==> src/rtl/arm_hazard_controller.sv <==
// Hazard and forwarding control for the F/D/E/M/W pipeline.
// Forward selects, stall/flush decode, R15-write drain FSM, debug counters.
module arm_hazard_controller #(
  parameter int CntWidth = 16,
  parameter int RegAddrW = 4
) (
  input  logic                i_CLK,
  input  logic                i_NRESET,
  input  logic [RegAddrW-1:0] i_RA1_D,
  input  logic [RegAddrW-1:0] i_RA2_D,
  input  logic [RegAddrW-1:0] i_RA1_E,
  input  logic [RegAddrW-1:0] i_RA2_E,
  input  logic [RegAddrW-1:0] i_WA3_E,
  input  logic [RegAddrW-1:0] i_WA3_M,
  input  logic [RegAddrW-1:0] i_WA3_W,
  input  logic                i_RegWrite_E,
  input  logic                i_RegWrite_M,
  input  logic                i_RegWrite_W,
  input  logic                i_MemToReg_E,
  input  logic                i_BranchTaken_E,
  input  logic                i_PCWrite_D,
  output logic [1:0]          o_ForwardA_E,
  output logic [1:0]          o_ForwardB_E,
  output logic                o_StallF,
  output logic                o_StallD,
  output logic                o_FlushD,
  output logic                o_FlushE,
  output logic                o_PCFromResult,
  output logic [CntWidth-1:0] o_StallCount,
  output logic [CntWidth-1:0] o_FlushCount
);

  typedef enum logic {
    IDLE,
    DRAIN
  } state_t;

  state_t              state;
  logic [1:0]          cnt;
  logic [CntWidth-1:0] stall_cnt;
  logic [CntWidth-1:0] flush_cnt;

  logic lduse;
  logic br_kill;
  logic ld_stall;
  logic pc_acc;

  // A load always writes its destination, so E write-enable is not needed.
  logic unused_regwrite_e;
  assign unused_regwrite_e = i_RegWrite_E;

  function automatic logic [1:0] fwd_sel(
    input logic [RegAddrW-1:0] ra
  );
    logic [1:0] s;
    s = 2'b00;
    if (ra != '1) begin
      if (i_RegWrite_M && ra == i_WA3_M)
        s = 2'b10;
      else if (i_RegWrite_W && ra == i_WA3_W)
        s = 2'b01;
    end
    return s;
  endfunction

  assign lduse = i_MemToReg_E &
                 ((i_RA1_D == i_WA3_E) |
                  (i_RA2_D == i_WA3_E));

  always_comb begin
    br_kill  = 1'b0;
    ld_stall = 1'b0;
    pc_acc   = 1'b0;
    if (i_NRESET && state == IDLE) begin
      br_kill  = i_BranchTaken_E;
      ld_stall = ~i_BranchTaken_E & lduse;
      pc_acc   = ~i_BranchTaken_E & ~lduse & i_PCWrite_D;
    end
  end

  always_comb begin
    o_ForwardA_E   = 2'b00;
    o_ForwardB_E   = 2'b00;
    o_StallF       = 1'b0;
    o_StallD       = 1'b0;
    o_FlushD       = 1'b0;
    o_FlushE       = 1'b0;
    o_PCFromResult = 1'b0;
    if (!i_NRESET) begin
      o_FlushD = 1'b1;
      o_FlushE = 1'b1;
    end else begin
      o_ForwardA_E = fwd_sel(i_RA1_E);
      o_ForwardB_E = fwd_sel(i_RA2_E);
      if (state == IDLE) begin
        unique case (1'b1)
          br_kill: begin
            o_FlushD = 1'b1;
            o_FlushE = 1'b1;
          end
          ld_stall: begin
            o_StallF = 1'b1;
            o_StallD = 1'b1;
            o_FlushE = 1'b1;
          end
          pc_acc: begin
            o_StallF = 1'b1;
            o_FlushD = 1'b1;
          end
          default: ;
        endcase
      end else begin
        o_FlushD       = 1'b1;
        o_StallF       = (cnt != 2'd0);
        o_PCFromResult = (cnt == 2'd0);
      end
    end
  end

  always_ff @(posedge i_CLK or negedge i_NRESET) begin
    if (!i_NRESET) begin
      state     <= IDLE;
      cnt       <= 2'd0;
      stall_cnt <= '0;
      flush_cnt <= '0;
    end else begin
      unique case (state)
        IDLE: begin
          if (pc_acc) begin
            state <= DRAIN;
            cnt   <= 2'd2;
          end
        end
        DRAIN: begin
          if (cnt == 2'd0)
            state <= IDLE;
          else
            cnt <= cnt - 2'd1;
        end
        default: state <= IDLE;
      endcase
      if (ld_stall && stall_cnt != '1)
        stall_cnt <= stall_cnt + 1'b1;
      if (br_kill && flush_cnt != '1)
        flush_cnt <= flush_cnt + 1'b1;
    end
  end

  assign o_StallCount = stall_cnt;
  assign o_FlushCount = flush_cnt;

endmodule
==> config.mk <==
export PLATFORM = sky130hd
export DESIGN_NAME = arm_hazard_controller
export DESIGN_NICKNAME = d
export VERILOG_FILES = /design/src/rtl/arm_hazard_controller.sv
export SDC_FILE = /design/constraint.sdc
export NUM_CORES = 1
export LEC_CHECK = 0
export ABC_AREA = 1
export BUFFER_PORTS_ARGS = -buffer_cell sky130_fd_sc_hd__buf_2
export CAP_MARGIN = 10
export CORE_MARGIN = 1.5
export CORE_UTILIZATION = 57
export CTS_BUF_LIST = sky130_fd_sc_hd__clkbuf_4 sky130_fd_sc_hd__clkbuf_8
export DETAILED_ROUTE_END_ITERATION = 6
export GPL_ROUTABILITY_DRIVEN = 0
export PLACE_DENSITY_LB_ADDON = 0.1
export SLEW_MARGIN = 10
export SYNTH_ARGS = -nofsm -noshare
export SYNTH_HDL_FRONTEND = slang
export SYNTH_SLANG_ARGS = --single-unit
==> constraint.sdc <==
create_clock -name i_CLK -period 3.08 [get_ports i_CLK]
set_input_delay 0.77 -clock i_CLK [delete_from_list [all_inputs] [get_ports i_CLK]]
set_output_delay 0.77 -clock i_CLK [all_outputs]
set_load 0.05 [all_outputs]
==> Word-level counts from Yosys, hierarchy flattened <==
Cells that the tools add are included.
{ "totals": {"wordCells": 71, "in_bits": 36, "register_bits": 35, "output_inout_bits": 41} }
{ "op_classes": {"n_mux": 31, "n_reduce_logical": 13, "add_sub_neg": 3, "bitwise": 8, "n_eq_ne": 12} }
{ "ops": {"columns": ["cell", "count"], "rows": [
  ["$add A16 B1 Y16 const B", 2],
  ["$ne A16 B16 Y1 const B", 2],
  ["$eq A4 B4 Y1", 6],
  ["$mux W1", 21],
  ["$mux W2", 8],
  ["$ne A4 B4 Y1 const B", 2],
  ["$logic_and A1 B1 Y1", 7],
  ["$reduce_or A2 Y1", 3],
  ["$and A1 B1 Y1", 4],
  ["$ne A2 B2 Y1 const B", 2],
  ["$pmux W2 S2", 1],
  ["$not A1 Y1", 3],
  ["$logic_not A2 Y1", 1],
  ["$pmux W1 S2", 1],
  ["$reduce_and A2 Y1", 1],
  ["$reduce_bool A2 Y1", 1],
  ["$sub A2 B1 Y2 const B", 1],
  ["$or A1 B1 Y1", 1]
]} }

==> Logic depth before layout (Yosys ltp) <==
Gate-level depths: netlist of the first run.
{ "depth": {"depth_word": 11, "ltp_mapped": 11, "depth_no_buf": 11} }

==> Least setup slack after synthesis of the first run <==
Ideal clock, no wire load.
{ "synth_path": {"path_kind": "input port to output port", "start": "input i_RA2_E[0]", "end": "output o_ForwardB_E[1]", "slack_ns": -0.261, "required_time_ns": 2.310, "cell_stages": 5, "path_buffers": 0, "arrival_ns": 2.571, "cell_sequence": "inv_1 -> o22ai_1 -> a21oi_1 -> nand2_1 -> nor4_1"} }
{ "synth_via": {"elab_chain_cells": 5, "word_cells_on_any_way": 6} }
{ "synth_lines": {"columns": ["item", "line_no", "rtl"], "rows": [
  ["start: declaration", "12", "input logic [RegAddrW-1:0] i_RA2_E,"],
  ["$eq A4 B4 Y1", "58", "if (i_RegWrite_M && ra == i_WA3_M)"],
  ["$logic_and A1 B1 Y1", "58", null],
  ["$mux W2", "58", null],
  ["$mux W2 (*)", "57", "if (ra != '1) begin"],
  ["$mux W2 (*)", "89", "if (!i_NRESET) begin"],
  ["end: declaration", "23", "output logic [1:0] o_ForwardB_E,"]
]} }
Mark *: on every way between the ends. The rest lies on a longest branch, timed or not.

==> Worst setup path after layout of the first run <==
{ "layout_path": {"start": "input i_WA3_E[3]", "end": "output o_StallF"} }
{ "layout_via": {"elab_chain_cells": 11, "word_cells_on_any_way": 14} }
{ "layout_lines": {"columns": ["item", "line_no", "rtl"], "rows": [
  ["start: declaration", "13", "input logic [RegAddrW-1:0] i_WA3_E,"],
  ["$eq A4 B4 Y1 (on tied branches)", "67, 68", null],
  ["$or A1 B1 Y1 (*)", "67", "((i_RA1_D == i_WA3_E) |"],
  ["$and A1 B1 Y1 (*)", "66", "assign lduse = i_MemToReg_E &"],
  ["$not A1 Y1", "77", "pc_acc = ~i_BranchTaken_E & ~lduse & i_PCWrite_D;"],
  ["$and A1 B1 Y1 (2 in series)", "77", null],
  ["$mux W1", "74", "if (i_NRESET && state == IDLE) begin"],
  ["$reduce_or A2 Y1 (no line) (*)", null, null],
  ["$mux W1 (*)", "96", "unique case (1'b1)"],
  ["$mux W1 (*)", "95", "if (state == IDLE) begin"],
  ["$mux W1 (*)", "89", null],
  ["end: declaration", "24", "output logic o_StallF,"]
]} }
Marks and branches as above.

==> results of run 1 <==
==> critical path, stage by stage <==
cell and delay, ns:
buf_2 0.11, inv_1 0.06, nand2_1 0.05, nand2_1 0.06, nor2_1 0.04, nand2_1 0.06
nand2_2 0.07, nand2_1 0.06, nand4_1 0.18, a21oi_1 0.17, buf_2 0.27
==> registers in the layout, indices dropped and copies added (netlist names) <==
signal,flops
o_StallCount,16
o_FlushCount,16
cnt,2
state,1
==> power breakdown <==
group          internal [µW]  switching [µW]  total [µW]
sequential               608             170         778
combinational            322             915        1240
clock                    213             156         369
==> placed cells by master, fill, tap and decap left out, types with 3 or more instances in the layout <==
cell / n
nand4_1: 8
o22ai_1: 6
buf_2: 75
o21ai_1: 10
nor2_1: 20
nor2_4: 4
ha_1: 3
nand2_1: 92
dfrtp_1: 35
nand2_2: 3
clkbuf_8: 7
xor2_1: 23
buf_4: 3
inv_1: 54
xnor2_1: 5
inv_2: 6
nor4_1: 3
nor3_1: 16
nand3_1: 14
o21ai_0: 7
a21oi_1: 8
==> final cells by class <==
class                   instances  area [µm²]
repair buffers                 78       397.9
inverters                      60       225.2
well taps                      50       62.56
multi-input cells             239        1319
fillers                       334        1074
flip-flops and latches         35       875.8
clock buffers                   8       103.9
==> path summary, 6_finish.rpt <==
check | startpoint | to | cells after the start
hold / removal | i_NRESET | state | 2
min in group i_CLK | o_FlushCount[10] | o_FlushCount[10] | 1
setup reg to reg | o_StallCount[0] | o_StallCount[12] | 8
max in group asynchronous | i_NRESET | o_StallCount[7] | 3
hold reg to reg | o_FlushCount[10] | o_FlushCount[10] | 1
setup / recovery | i_WA3_E[3] | o_StallF | 11
==> per-layer routing <==
layer	part of all wire (%)	track usage (%)	routed length, µm
met1	44	28.96	2353
met2	48	39.78	2565
met3	7.2	5.519	386
met4	1.1	8.000	57
met5	0	0	0
==> kinds of logic (layout without fill, tap and decap cells) <==
kind of cell | count (synthesis) | after routing | share of synthesized area, %
buf+inv | 63 | 146 | 10.58
simple gates | 174 | 174 | 33.74
compound gates | 33 | 33 | 7.669
xor+xnor | 29 | 29 | 10.69
flops | 35 | 35 | 35.79
fa+ha+maj | 3 | 3 | 1.534
==> through the flow <==
stage	worst slack, ns	instance area (µm²)
final	0.3922	2984
after global routing	0.2635	2984
after CTS	0.3972	2984
after detailed placement	0.4016	2880
after global placement	0.3996	2880
after floorplan	0.2314	2454
==> impl_metrics.ini, run 1 <==
[routing]
drt_wl_total_um = 5362
dr.pass1.iters = 5
avgViaCountPerCell = 5.032
vias = 2365
drc = 0
ant_nets = 0
avgRoutedWirePerCell_um = 11.41
first_iter_violations = 115

[final_layout]
nets = 458
fin_util_pct = 73.54
diodes = 0
syn_to_final_growth_pct = 21.93
instances_no_fill = 470
drive_gt1_share_pct = 26.67

[die]
die_area_um2 = 4696
core_region_area_um2 = 4058
die_x_um = 68.53
io_pins = 77
die_h_um = 68.53
initial_utilization_pct = 60.31
row_count = 23

[synth]
synth_edf_count = 0
synth.top_cell.area_share_pct = 35.79
synth_warnings = 0
synthesis.area_um2 = 2447
synth_common_cells = nand2_1 (92), inv_1 (54), dfrtp_1 (35)
synth.distinct_cells = 31
yosysTopAreaCell = dfrtp_1
synth_nets = 376
avgSynthCellArea_um2 = 7.262
yosysSeqAreaShare_pct = 35.79
yosys_most_used_dff = dfrtp_1
postSynth.asyncResetShare_pct = 100.0
synth_cells = 337
yosys_register_bits = 35
synth.area.top_cells = dfrtp_1 (36%), nand2_1 (14%), inv_1 (8.3%)
synth_most_common_cell = nand2_1

[setup_path]
required_ns = 2.31
reg2reg_slack_ns = 1.08
cp-end-kind = primary output
worstSetupPathType = input pin to primary output
cp.arrival_ns = 1.92
crit_path_start_kind = input pin
cp_max_fo = 5

[grt]
grt_first_pass_wirelength_um = 8183
grtUsageTotal_pct = 23.35
grt_pass1_vias = 1984
antenna_found_initial = 0
grt_max_degree = 32
grt-ovfl-total = 0

[pwr]
p_total_uw = 2385
peakVddDrop_mv = 0.6154
powerDensity_nw_per_um2 = 799.2
leakage_uw = 0.001641

[clock_tree]
cts_sinks = 35
cts_buffer_depth = 2
cts_root_buffer = clkbuf_8
h-tree-depth = 2
clk_pin_slew_ns = 0.07
cts_resized = 0
clock_latency_ns = 0.28
post_cts_buffers = 0
numCtsBuffers = 5
cts_tree = done
cts_hold_buffers = 0

[sta]
slew_headroom_pct = 60.09
finalSetupTns_ns = 0
worst_pin_slew_ns = 0.5932
rsz0062_at_grt = false
max_freq_ghz = 0.3721
holdWs_ns = 0.4383
period_share_pct = 87.27
skew_ns = 0.006039
hold_violations = 0
maxSlewViolCount = 0
setup_viol = 0
fin_crit_ns = 2.688

[place]
dpl.cell_count = 462
dpl.hpwl_um = 4244
io_buffers = 75

[outcome]
status = finished clean

[worst_hold_path]
hold_path_class = input pin to async pin

[run]
maxCapViolations = 0
Power figures use the tool's default switching activity.
==> run 2: changes to the inputs <==
REMOVE_ABC_BUFFERS = 1   (was not set)
==> run 2 against run 1 <==
Count of clock-buffer cells in the layout shrank 3. Global-route usage increased by 1.7 points. Hold slack gained 0.020 ns. Largest power group unchanged. Utilization is 0.093 points lower. First-iteration DRC count fell by 37%. Non-clock buffer count is the same. Flip-flop and latch count is the same. Register-to-register slack lost 0.05 ns.
==> impl_metrics.ini, run 2 (same netlist as run 1, synthesis figures left out) <==
[outcome]
status = finished clean

[final_layout]
drive_gt1_share_pct = 26.25
syn_to_final_growth_pct = 21.78
final_cell_mix = nand2_1 (92), buf_2 (75), inv_1 (54)
diodes = 0
final_common_cell = nand2_1
fin_util_pct = 73.45
nets = 458
fillers = 310

[grt]
antenna_found_initial = 0
grt_first_pass_wirelength_um = 8804
grtUsageTotal_pct = 25.02
grt_max_degree = 30
grt-ovfl-total = 0
grt_pass1_vias = 2171

[setup_path]
worstSetupPathType = input pin to primary output
reg2reg_from = o_StallCount[0]
cp_max_fo = 4
r2r_cells = 8
required_ns = 2.31
cp-end-kind = primary output
crit_path_start_kind = input pin
cp-startpoint = i_WA3_M[2]
cp.arrival_ns = 1.96

[routing]
drc = 0
drt_wl_total_um = 5449
dr.pass1.iters = 4
avgViaCountPerCell = 5.134
vias = 2408
ant_nets = 0
first_iter_violations = 72
avgRoutedWirePerCell_um = 11.62

[die]
die_h_um = 68.53
row_count = 23
initial_utilization_pct = 60.31
io_pins = 77
core_region_area_um2 = 4058
die_area_um2 = 4696
die_x_um = 68.53

[pwr]
p_int_uw = 1165
leakage_uw = 0.001635
p_sw_uw = 1255
clkPwrFrac_pct = 16.5
peakVddDrop_mv = 0.6789
powerDensity_nw_per_um2 = 812.2
combinationalPowerShare_pct = 51.2
sw_frac_of_total_pct = 51.86
seq_power_share_pct = 32.3

[clock_tree]
cts_hold_buffers = 0
h-tree-depth = 2
clk_pin_slew_ns = 0.07
cts_root_buffer = clkbuf_8
numCtsBuffers = 5
cts_resized = 0
post_cts_buffers = 0
cts_sinks = 35
cts_tree = done
clock_latency_ns = 0.28
cts_buffer_depth = 2

[sta]
worst_pin_slew_ns = 0.6306
slew_headroom_pct = 57.57
skew_ns = 0.003894
hold_violations = 0
max_freq_ghz = 0.3668
period_share_pct = 88.51
rsz0062_at_grt = false
fin_crit_ns = 2.726
holdWs_ns = 0.4580
setup_viol = 0
maxSlewViolCount = 0

[place]
io_buffers = 75
dpl.hpwl_um = 4205

[run]
maxCapViolations = 0

[worst_hold_path]
hold_path_class = input pin to async pin
==> run 2: per-stage QoR <==
stage	instances	power, µW	cell area [µm²]	setup slack (ns)	TNS [ns]
4_1_cts	469	2429	2980	0.3458	0
3_5_place_dp	462	2018	2874	0.3514	0
6_report	469	2421	2980	0.3538	0
2_1_floorplan	334	1712	2414	-0.2613	-0.2613
3_3_place_gp	462	1993	2874	0.3684	0
5_1_grt	469	2581	2980	0.2674	0
==> run 2: final timing paths <==
kind | end | slack (ns)
max | o_ForwardA_E[1] | 0.35
min | state | 0.46
max reg2reg | o_StallCount[7] | 1.03
min reg2reg | o_FlushCount[9] | 0.49
max in group asynchronous | o_StallCount[10] | 2.25
min in group i_CLK | o_FlushCount[9] | 0.49
==> run 2: cell type report <==
class / count / area, µm² / share of cell area (%)
Sequential cell: 35 / 875.8 / 29.39
Timing Repair Buffer: 78 / 397.9 / 13.35
Multi-Input combinational cell: 239 / 1313 / 44.04
Clock buffer: 5 / 68.82 / 2.309
Clock inverter: 2 / 37.54 / 1.259
Tap cell: 50 / 62.56 / 2.099
Inverter: 60 / 225.2 / 7.557
==> run 2: critical path, cell delays in order <==
cell and delay, ns:
buf_2 0.12, or2_2 0.29, a21oi_1 0.14, nand2_1 0.06, nor2_1 0.13, nand2_1 0.09
nor2_1 0.09, buf_2 0.27
==> run 2: layer usage <==
metal / track usage, % / vias up / part of all wire (%)
li1: - / 1232 / -
met1: 29.58 / 1092 / 44
met2: 45.31 / 74 / 48
met3: 3.734 / 10 / 6.1
met4: 9.750 / 0 / 1.4
met5: 0 / - / 0
==> run 2: power by group through the flow <==
| stage | Combinational, µW | Sequential, µW | Clock, µW |
|---|---|---|---|
| floorplan | 493 | 1220 | 0 |
| global placement | 1210 | 780 | 0 |
| CTS | 1240 | 781 | 408 |
| global route | 1350 | 807 | 425 |
| finish | 1240 | 782 | 400 |
| detailed placement | 1230 | 787 | 0 |
==> run 3: changes to the inputs <==
BUFFER_PORTS_ARGS = -buffer_cell sky130_fd_sc_hd__buf_4   (was -buffer_cell sky130_fd_sc_hd__buf_2)
==> run 3 against run 2 <==
Total power is 3.7% higher. Highest routed layer unchanged. Flip-flop and latch count stayed put. Utilization is 4.4 points higher. Largest power group unchanged. Final area is 6.0% higher. Die area stayed put. Critical endpoint is now o_StallF. Critical path depth is 3 higher. Critical path type unchanged.
==> impl_metrics.ini, run 3 (same netlist as run 1, synthesis figures left out) <==
[final_layout]
diodes = 0
syn_to_final_growth_pct = 29.04
fin_util_pct = 77.83
final_cell_area_um2 = 3158
drive_gt1_share_pct = 26.25
final_cell_mix = nand2_1 (92), buf_4 (77), inv_1 (54)
instances_no_fill = 469
final_common_cell = nand2_1
nets = 457
fillers = 325

[clock_tree]
clk_pin_slew_ns = 0.07
numCtsBuffers = 5
post_cts_buffers = 0
cts_buffer_depth = 2
clock_latency_ns = 0.29
cts_root_buffer = clkbuf_8
cts_sinks = 35
cts_hold_buffers = 0
h-tree-depth = 2
cts_resized = 0
cts_tree = done

[place]
dpl.hpwl_um = 4474
dpl.cell_count = 461
place_area_um2 = 3054
io_buffers = 75

[pwr]
sw_frac_of_total_pct = 50.82
p_int_uw = 1235
seq_power_share_pct = 31.7
powerDensity_nw_per_um2 = 795.1
combinationalPowerShare_pct = 53.1
peakVddDrop_mv = 0.6808
leakage_uw = 0.001683
p_sw_uw = 1276
clkPwrFrac_pct = 15.2

[sta]
slew_headroom_pct = 52.91
worst_pin_slew_ns = 0.7048
setup_viol = 0
hold_violations = 0
skew_ns = 0.007490
period_share_pct = 86.37
maxSlewViolCount = 0
rsz0062_at_grt = false
max_freq_ghz = 0.3759
fin_crit_ns = 2.660

[worst_hold_path]
hold_path_class = input pin to async pin

[grt]
antenna_found_initial = 0
grtUsageTotal_pct = 26.46
grt_pass1_vias = 2191
grt_first_pass_wirelength_um = 9315
grt-ovfl-total = 0
grt_max_degree = 32

[routing]
first_iter_violations = 109
drc = 0
avgRoutedWirePerCell_um = 12.60
drt_wl_total_um = 5911
vias = 2442
avgViaCountPerCell = 5.207
ant_nets = 0
dr.pass1.iters = 4

[setup_path]
max_stage_delay_ns = 0.22
cp-startpoint = i_WA3_E[3]
cp_top_family = simple AND/OR/NAND/NOR gates
worstSetupPathType = input pin to primary output
crit_chain = buf_4 -> inv_1 -> nand2_1 -> nand2_1 -> nor2_1 -> nand2_1 -> nand2_2 -> nand2_1 -> nand4_1 -> a21oi_1 -> buf_4
required_ns = 2.31
crit_path_start_kind = input pin
critical_path.slowest_cell = buf_4
cp_common_cell = nand2_1
reg2reg_from = o_StallCount[0]
cp.arrival_ns = 1.89
cp-end-kind = primary output
cp_num_buf_inv = 3
cp_max_fo = 5

[die]
die_h_um = 68.53
die_x_um = 68.53
die_area_um2 = 4696
io_pins = 77
core_region_area_um2 = 4058
initial_utilization_pct = 60.31
row_count = 23

[outcome]
status = finished clean

[run]
maxCapViolations = 0
run 3: changes by cell type in the layout (fill, tap and decap cells not counted):
cell / delta
buf_2: -75
buf_4: +74
bufinv_16: -1
clkbuf_4: +1
clkbuf_8: +2
clkinvlp_4: -1
run 3: worst paths after layout:
check | end | slack, ns | cells past startpoint
min | o_FlushCount[11] | 0.45 | 2
max | o_StallF | 0.42 | 11
max reg2reg | o_StallCount[15] | 0.88 | 8
max in group asynchronous | o_StallCount[6] | 2.37 | 2
min reg2reg | cnt[1] | 0.52 | 2
min in group i_CLK | cnt[1] | 0.52 | 2
run 3: power by group through the flow:
stage	Combinational, µW	Sequential, µW	Clock [µW]
finish	1330	795	382
global route	1440	813	398
CTS	1340	790	382
detailed placement	1330	794	0
global placement	1310	786	0
floorplan	493	1220	0
run 3: cell type report:
class | count | area, µm² | area share, %
Multi-Input combinational cell | 239 | 1313 | 41.56
Clock buffer | 8 | 103.9 | 3.288
Inverter | 60 | 225.2 | 7.132
Tap cell | 50 | 62.56 | 1.981
Sequential cell | 35 | 875.8 | 27.73
Timing Repair Buffer | 77 | 578.1 | 18.30
run 3: worst reg2reg max path, stage by stage, from the launching register on:
cell and delay, ns:
dfrtp_1 0.48, ha_1 0.30, nand3_2 0.12, nor2_2 0.06
and3b_2 0.23, a21oi_4 0.58, inv_1 0.15, nand2_1 0.10
nand2_1 0.06
run 3: routing by layer:
| layer | wire length (µm) | global-route usage, % | vias up | part of all wire (%) |
|---|---|---|---|---|
| li1 | - | - | 1225 | - |
| met2 | 2932 | 47.00 | 92 | 50 |
| met5 | 0 | 0 | - | 0 |
| met3 | 444 | 3.734 | 15 | 7.5 |
| met1 | 2415 | 31.62 | 1110 | 41 |
| met4 | 119 | 11.75 | 0 | 2.0 |
run 3: stage by stage:
stage               power [µW]  setup WS (ns)  hold slack [ns]  TNS (ns)
floorplan                 1712        -0.2613           0.4744   -0.2613
global placement          2093         0.4208           0.4847         0
detailed placement        2120         0.4152           0.5058         0
CTS                       2511         0.4154           0.4553         0
global route              2653         0.3043           0.4647         0
finish                    2511         0.4197           0.4479         0
